$ cat src/rtl/spu_cache_filler.sv
// Packs BEATS stream beats into one cache line and writes consecutive lines
// from a programmed base address; one job per start, ended by a done pulse.
module spu_cache_filler #(
    parameter int LINE_WIDTH = 1024,
    parameter int IN_WIDTH   = 128,
    parameter int ADDR_WIDTH = 9
) (
    input  logic                  clk_i,
    input  logic                  rst_n_i,
    input  logic                  start_i,
    input  logic [ADDR_WIDTH-1:0] base_addr_i,
    input  logic [ADDR_WIDTH:0]   num_lines_i,
    output logic                  busy_o,
    output logic                  done_o,
    input  logic                  s_valid_i,
    input  logic [IN_WIDTH-1:0]   s_data_i,
    output logic                  s_ready_o,
    output logic                  cache_we_o,
    output logic [ADDR_WIDTH-1:0] cache_addr_o,
    output logic [LINE_WIDTH-1:0] cache_din_o
);
    localparam int BEATS = LINE_WIDTH / IN_WIDTH;
    localparam int BW    = (BEATS > 1) ? $clog2(BEATS) : 1;

    typedef enum logic [1:0] {IDLE, FILL, WRITE, DONE} state_e;

    state_e                  state_q;
    logic [ADDR_WIDTH-1:0]   base_q;
    logic [ADDR_WIDTH:0]     num_q;
    logic [ADDR_WIDTH:0]     line_cnt_q;
    logic [BW-1:0]           beat_cnt_q;
    logic [LINE_WIDTH-1:0]   line_q, line_d;
    logic                    busy_q, done_q, s_ready_q, we_q;
    logic [ADDR_WIDTH-1:0]   addr_q;
    logic [LINE_WIDTH-1:0]   din_q;

    // Line buffer with the current beat merged in; loaded into din_q on the
    // last beat so the write data is already registered when WRITE begins.
    always_comb begin
        line_d = line_q;
        line_d[beat_cnt_q*IN_WIDTH +: IN_WIDTH] = s_data_i;
    end

    always_ff @(posedge clk_i or negedge rst_n_i) begin
        if (!rst_n_i) begin
            state_q    <= IDLE;
            base_q     <= '0;
            num_q      <= '0;
            line_cnt_q <= '0;
            beat_cnt_q <= '0;
            line_q     <= '0;
            busy_q     <= 1'b0;
            done_q     <= 1'b0;
            s_ready_q  <= 1'b0;
            we_q       <= 1'b0;
            addr_q     <= '0;
            din_q      <= '0;
        end else begin
            we_q   <= 1'b0;
            done_q <= 1'b0;
            case (state_q)
                IDLE: begin
                    if (start_i) begin
                        busy_q <= 1'b1;
                        if (num_lines_i != '0) begin
                            base_q     <= base_addr_i;
                            num_q      <= num_lines_i;
                            line_cnt_q <= '0;
                            beat_cnt_q <= '0;
                            s_ready_q  <= 1'b1;
                            state_q    <= FILL;
                        end else begin
                            done_q  <= 1'b1;
                            state_q <= DONE;
                        end
                    end
                end
                FILL: begin
                    if (s_valid_i) begin
                        line_q <= line_d;
                        if (beat_cnt_q == BW'(BEATS - 1)) begin
                            beat_cnt_q <= '0;
                            s_ready_q  <= 1'b0;
                            we_q       <= 1'b1;
                            addr_q     <= base_q + line_cnt_q[ADDR_WIDTH-1:0];
                            din_q      <= line_d;
                            state_q    <= WRITE;
                        end else begin
                            beat_cnt_q <= beat_cnt_q + BW'(1);
                        end
                    end
                end
                WRITE: begin
                    if (line_cnt_q == num_q - (ADDR_WIDTH+1)'(1)) begin
                        done_q  <= 1'b1;
                        state_q <= DONE;
                    end else begin
                        line_cnt_q <= line_cnt_q + (ADDR_WIDTH+1)'(1);
                        s_ready_q  <= 1'b1;
                        state_q    <= FILL;
                    end
                end
                DONE: begin
                    busy_q  <= 1'b0;
                    state_q <= IDLE;
                end
                default: state_q <= IDLE;
            endcase
        end
    end

    assign busy_o       = busy_q;
    assign done_o       = done_q;
    assign s_ready_o    = s_ready_q;
    assign cache_we_o   = we_q;
    assign cache_addr_o = addr_q;
    assign cache_din_o  = din_q;
endmodule

$ cat config.mk
export PLATFORM = sky130hd
export DESIGN_NAME = spu_cache_filler
export DESIGN_NICKNAME = d
export VERILOG_FILES = /design/src/rtl/spu_cache_filler.sv
export SDC_FILE = /design/constraint.sdc
export NUM_CORES = 2
export LEC_CHECK = 0
export ABC_AREA = 1
export BUFFER_PORTS_ARGS = -buffer_cell sky130_fd_sc_hd__buf_4
export CAP_MARGIN = 25
export CORE_AREA = 4 4 462 464
export CTS_CLUSTER_DIAMETER = 200
export DETAILED_ROUTE_END_ITERATION = 8
export DIE_AREA = 0 0 466 468
export PLACE_DENSITY = 0.66
export SYNTH_ARGS = -nofsm -noshare
export SYNTH_HDL_FRONTEND = slang
export SYNTH_SLANG_ARGS = --single-unit
$ cat constraint.sdc
create_clock -name clk_i -period 5.5 [get_ports clk_i]
set_input_delay 0.825 -clock clk_i [delete_from_list [all_inputs] [get_ports clk_i]]
set_output_delay 0.825 -clock clk_i [all_outputs]
set_load 0.02 [all_outputs]
* Word level (Yosys, flattened, before mapping) *
Index checks and enable logic that the tools add are counted.

operators by class
  order comparisons = 0
  mux-type cells = 31
  reductions and logical operators = 14
  divide/modulo/power cells = 0
  shift operators = 2
  equality and inequality tests = 10
  $mul = 0
  add/sub/neg operators = 5
  bitwise gates (word level) = 0

operators by type and width
  operator                                                   number
  bitwise mux 1024 bit                                       1
  variable shift 128 x 34 -> 1024 bit, first input constant  1
  variable part select 128 x 34 -> 1024 bit                  1
  negation 10 -> 34 bit                                      1
  two-way mux 10 bit                                         3
  one-hot mux 10 bit (2 select lines)                        1
  two-way mux 1 bit                                          12
  two-way mux 3 bit                                          4
  adder 10 x 1 -> 10 bit, second input constant              1
  equality test 10 bit                                       1
  two-way mux 2 bit                                          5
  inequality test 2 bit, second input constant               5
  nonzero test 10 bit                                        1
  subtractor 10 x 1 -> 10 bit, second input constant         1
  adder 9 bit                                                1
  AND reduction 3 bit                                        3
  one-hot mux 2 bit (4 select lines)                         1
  AND reduction 4 bit                                        2
  one-hot mux 3 bit (2 select lines)                         1
  AND reduction 6 bit                                        1
  nonzero test 2 bit                                         3
  equality test 2 bit, second input constant                 2
  one-hot mux 1 bit (2 select lines)                         2
  AND reduction 2 bit                                        2
  other kinds (6)                                            6

storage, ports and cells
  output and inout bits = 1037
  latch bits = 0
  memory bits (read-only) = 0
  bits in writable memories = 0
  register bits = 2095
  input bits = 151
  memories = 0

* Logic depth before layout (Yosys ltp) *
  word-level depth = 4
  gate-level depth with buffers = 16

* Worst setup path before layout *
OpenSTA, ideal clock, no wires.

  kind = register to register
  start = reg beat_cnt_q[0]
  end = reg line_q[598]
  setup slack = 3087 ps
  stages on the path, launching flop included = 11
  data arrival time = 2277 ps
  buffers on the path = 3
  data required time = 5364 ps
  period minus slack after synthesis = 2413 ps
  cells stage by stage = dfrtp_1 > buf_2 > inv_2 > ha_1 > ha_1 > inv_1 > nor4_2 > buf_2 > buf_4 > mux2i_1 > o21ai_0

on the way
  word-level cells in the longest chain between the ends = 3

ends and longest elaborated chain
  element                                                                                                  line  text
  from (decl)                                                                                              31    logic [BW-1:0] beat_cnt_q;
  from (signal assigned)                                                                                   89    beat_cnt_q <= beat_cnt_q + BW'(1);
  negation 10 -> 34 bit *                                                                                  41    line_d[beat_cnt_q*IN_WIDTH +: IN_WIDTH] = s_data_i;
  variable part select 128 x 34 -> 1024 bit / variable shift 128 x 34 -> 1024 bit (equally long branches)  41
  bitwise mux 1024 bit *                                                                                   41
  to (signal assigned)                                                                                     80    line_q <= line_d;
  to (decl)                                                                                                32    logic [LINE_WIDTH-1:0] line_q, line_d;

Mark *: on every way between the ends. The rest lies on a longest branch, timed or not.
A chain may end at the register's enable or synchronous reset.

* Worst setup path after layout *
  start = reg beat_cnt_q[0]
  end = reg line_q[283]

Same word-level chain as after synthesis.

==> results.sh <==
export IMPL_ys_warn_count=0
export IMPL_die_w_um=466
export IMPL_synth_distinct_cells=36
export IMPL_max_freq_mhz=276
export IMPL_clock_latency_ns=0.87
export IMPL_vdd_drop_max_mv=0.465
export IMPL_syn_num_nets=9837
export IMPL_cts_sinks=2095
export IMPL_htreeDepth=4
export IMPL_setup_viol=0
export IMPL_wirelength_mm=299
export IMPL_worst_pin_slew_ns=1.42
export IMPL_coreArea_mm2=0.209
export IMPL_slowest_delay_ns=0.69
export IMPL_dp_slack_ns=1.72
export IMPL_ys_seq_elements=2095
export IMPL_ys_top_cells_by_count="nand2_1, o21ai_0, dfrtp_1, o21ai_1, clkbuf_1"
export IMPL_start_util=0.414
export IMPL_cts_resized=0
export IMPL_ios=1188
export IMPL_avgViaCountPerCell=5.43
export IMPL_synth_edf_count=0
export IMPL_crit_type="register to register"
export IMPL_cts_max_path_buffers=3
export IMPL_final_max_slew_viol_count=0
export IMPL_grt_pass1_vias=69900
export IMPL_areaGrowthSynthToFinish_pct=21.2
export IMPL_cap_violations=0
export IMPL_crit_required_ns=6.17
export IMPL_hold_viol=0
export IMPL_ant_nets=0
export IMPL_crit_slowest_cell="dfrtp_4"
export IMPL_timing_final_crit_period_ns=3.63
export IMPL_synthCells=9668
export IMPL_first_iter_violations=7719
export IMPL_nets=10629
export IMPL_synth_area_leader_cell="dfrtp_1"
export IMPL_cts_tree="done"
export IMPL_cp_end_kind="register"
export IMPL_hold_class="input pin to register"
export IMPL_grt_max_degree=282
export IMPL_cts_setup_buffers=0
export IMPL_drtPass1Iterations=6
export IMPL_routedWlPerCell_um=22.3
export IMPL_cts_buffers_inserted=213
export IMPL_start_kind="register"
export IMPL_final_cell_area_mm2=0.105
export IMPL_drive_above_1_share=0.158
export IMPL_placement_io_buffers=1187
export IMPL_critPathArrivalTime_ns=4.30
export IMPL_grt_pass1_wl_mm=447
export IMPL_synth_flop_cell="dfrtp_1"
export IMPL_gp_congestion=0.866
export IMPL_critPathMaxFanout=131
export IMPL_grt_usage=0.268
export IMPL_rows=168
export IMPL_dpl_hpwl_mm=201
export IMPL_fin_skew_ns=0.0434
export IMPL_cts_root_buf="clkbuf_16"
export IMPL_syn_avg_cell_area_um2=8.97
export IMPL_synth_area_leaders="dfrtp_1, nand2_1, o21ai_0"
export IMPL_synthArstFlopShare=1.00
export IMPL_leakage_nw=47.4
export IMPL_antenna_found_initial=10
export IMPL_finalWorstSetupSlack_ns=1.87
export IMPL_cts_reportedPaths_clkPinSlew_ns=0.06
export IMPL_setup_tns_ns=0
export IMPL_slew_headroom=0.0543
export IMPL_crit_chain="inv_2 > ha_4 > ha_1 > nand3_1 > inv_8 > buf_4 > nand2_1 > o21ai_0 > o21ai_0"
export IMPL_synth_most_common_cell="nand2_1"
export IMPL_status="complete, no violations"
export IMPL_num_vias=73060
export IMPL_crit_path_frequent_cell="o21ai_0"
export IMPL_drcViolationCount=0
export IMPL_grt_remaining_overflow=0
export IMPL_place_area_mm2=0.0976
export IMPL_die_area_mm2=0.218
export IMPL_synth_top_area_frac=0.605
export IMPL_postCtsHoldBufs=1
export IMPL_syn_area_mm2=0.0867
export IMPL_seq_area_frac_synth=0.605
export IMPL_rsz0062_at_grt="false"
export IMPL_finalCritPeriodShare=0.659
export IMPL_power_density_mw_per_mm2=583
export IMPL_die_height_um=468
==> metal layers <==
layer | GRT usage | wire [um]
met4 | 0.140 | 17700
met2 | 0.405 | 132000
met1 | 0.352 | 120000
met3 | 0.0755 | 29400
met5 | 0 | 41
==> through the flow <==
| step | hold WS (ns) | util | total power (W) | instances |
|---|---|---|---|---|
| 2_1_floorplan | 0.448 | - | 0.0364 | 9668 |
| 3_3_place_gp | 0.461 | 0.467 | 0.0455 | 13045 |
| 6_report | 0.224 | 0.502 | 0.0612 | 13449 |
| 4_1_cts | 0.158 | 0.502 | 0.0615 | 13436 |
| 3_5_place_dp | 0.467 | 0.467 | 0.0463 | 13047 |
| 5_1_grt | 0.185 | 0.502 | 0.0650 | 13441 |
==> flip-flops by register name (all words and copies together) (netlist names) <==
register,cells
cache_we_o,1
beat_cnt_q,3
cache_addr_o,9
cache_din_o,1024
busy_o,1
done_o,1
state_q,2
num_q,10
base_q,9
line_cnt_q,10
line_q,1024
s_ready_o,1
==> final cells by class <==
class                   instances  area (um2)
repair buffers               1313       10500
flip-flops and latches       2095       52400
clock inverters                73        1000
clock buffers                 315        6300
inverters                     132         533
fillers                     19088      104000
multi-input cells            6705       30700
diodes                         11        27.5
well taps                    2805        3510
==> path summary, 6_finish.rpt <==
check,start,depth (start not counted),slack (ns),to
worst max-delay path,beat_cnt_q[0]$_DFFE_PN0P_,9,1.87,line_q[283]$_DFFE_PN0P_
worst min-delay path,base_addr_i[4],2,0.22,base_q[4]$_DFFE_PN0P_
worst max register to register,beat_cnt_q[0]$_DFFE_PN0P_,9,1.87,line_q[283]$_DFFE_PN0P_
worst min register to register,line_q[941]$_DFFE_PN0P_,2,0.48,line_q[941]$_DFFE_PN0P_
max in group asynchronous,rst_n_i,3,3.15,line_q[583]$_DFFE_PN0P_
min in group asynchronous,rst_n_i,2,0.57,line_q[5]$_DFFE_PN0P_
==> critical path, delay by kind of cell (launching register included) <==
family	cells	cell delay (ns)
buf+inv	3	1.25
compound gates	2	0.29
simple gates	2	0.34
flops	1	0.69
fa+ha+maj	2	0.58
==> cell families (layout without fill, tap and decap cells) <==
kind of cell	count (synthesis)	in the layout	synth area share
AOI/OAI and AO/OA	2860	2860	0.165
muxes	193	193	0.0224
buffers and inverters	868	1833	0.0418
and+or+nand+nor	3625	3625	0.162
other	0	11	0
xor gates and xnor gates	9	9	0.000909
adders and majority gates	18	18	0.00268
DFF	2095	2095	0.605
==> report_power, final <==
part / switching (W) / leakage (nW) / internal, W
logic: 0.0149 / 15.6 / 0.00718
registers: 0.00348 / 28.2 / 0.0206
clock network: 0.00630 / 3.58 / 0.00877
total: 0.0247 / 47.4 / 0.0366
==> cell usage in the layout, fill, tap and decap left out, types with 2 or more instances in the layout <==
master,instances
nor4_4,2
clkinv_8,2
nor3_1,8
clkbuf_16,216
clkbuf_1,47
buf_12,48
clkinv_16,4
xnor2_1,3
buf_16,4
dfrtp_1,2094
o21ai_1,546
clkinv_4,2
nand4_1,5
clkinvlp_4,7
inv_8,5
nand3_1,285
inv_6,7
buf_4,1259
inv_2,3
diode_2,11
nor2_1,31
nand2_1,3281
inv_1,124
clkbuf_8,52
a21oi_1,12
o21ai_0,2297
nor2_4,7
ha_1,16
clkinv_2,32
mux2_2,8
xor2_1,6
mux2i_1,185
bufinv_16,18
Power figures use the tool's default switching activity.
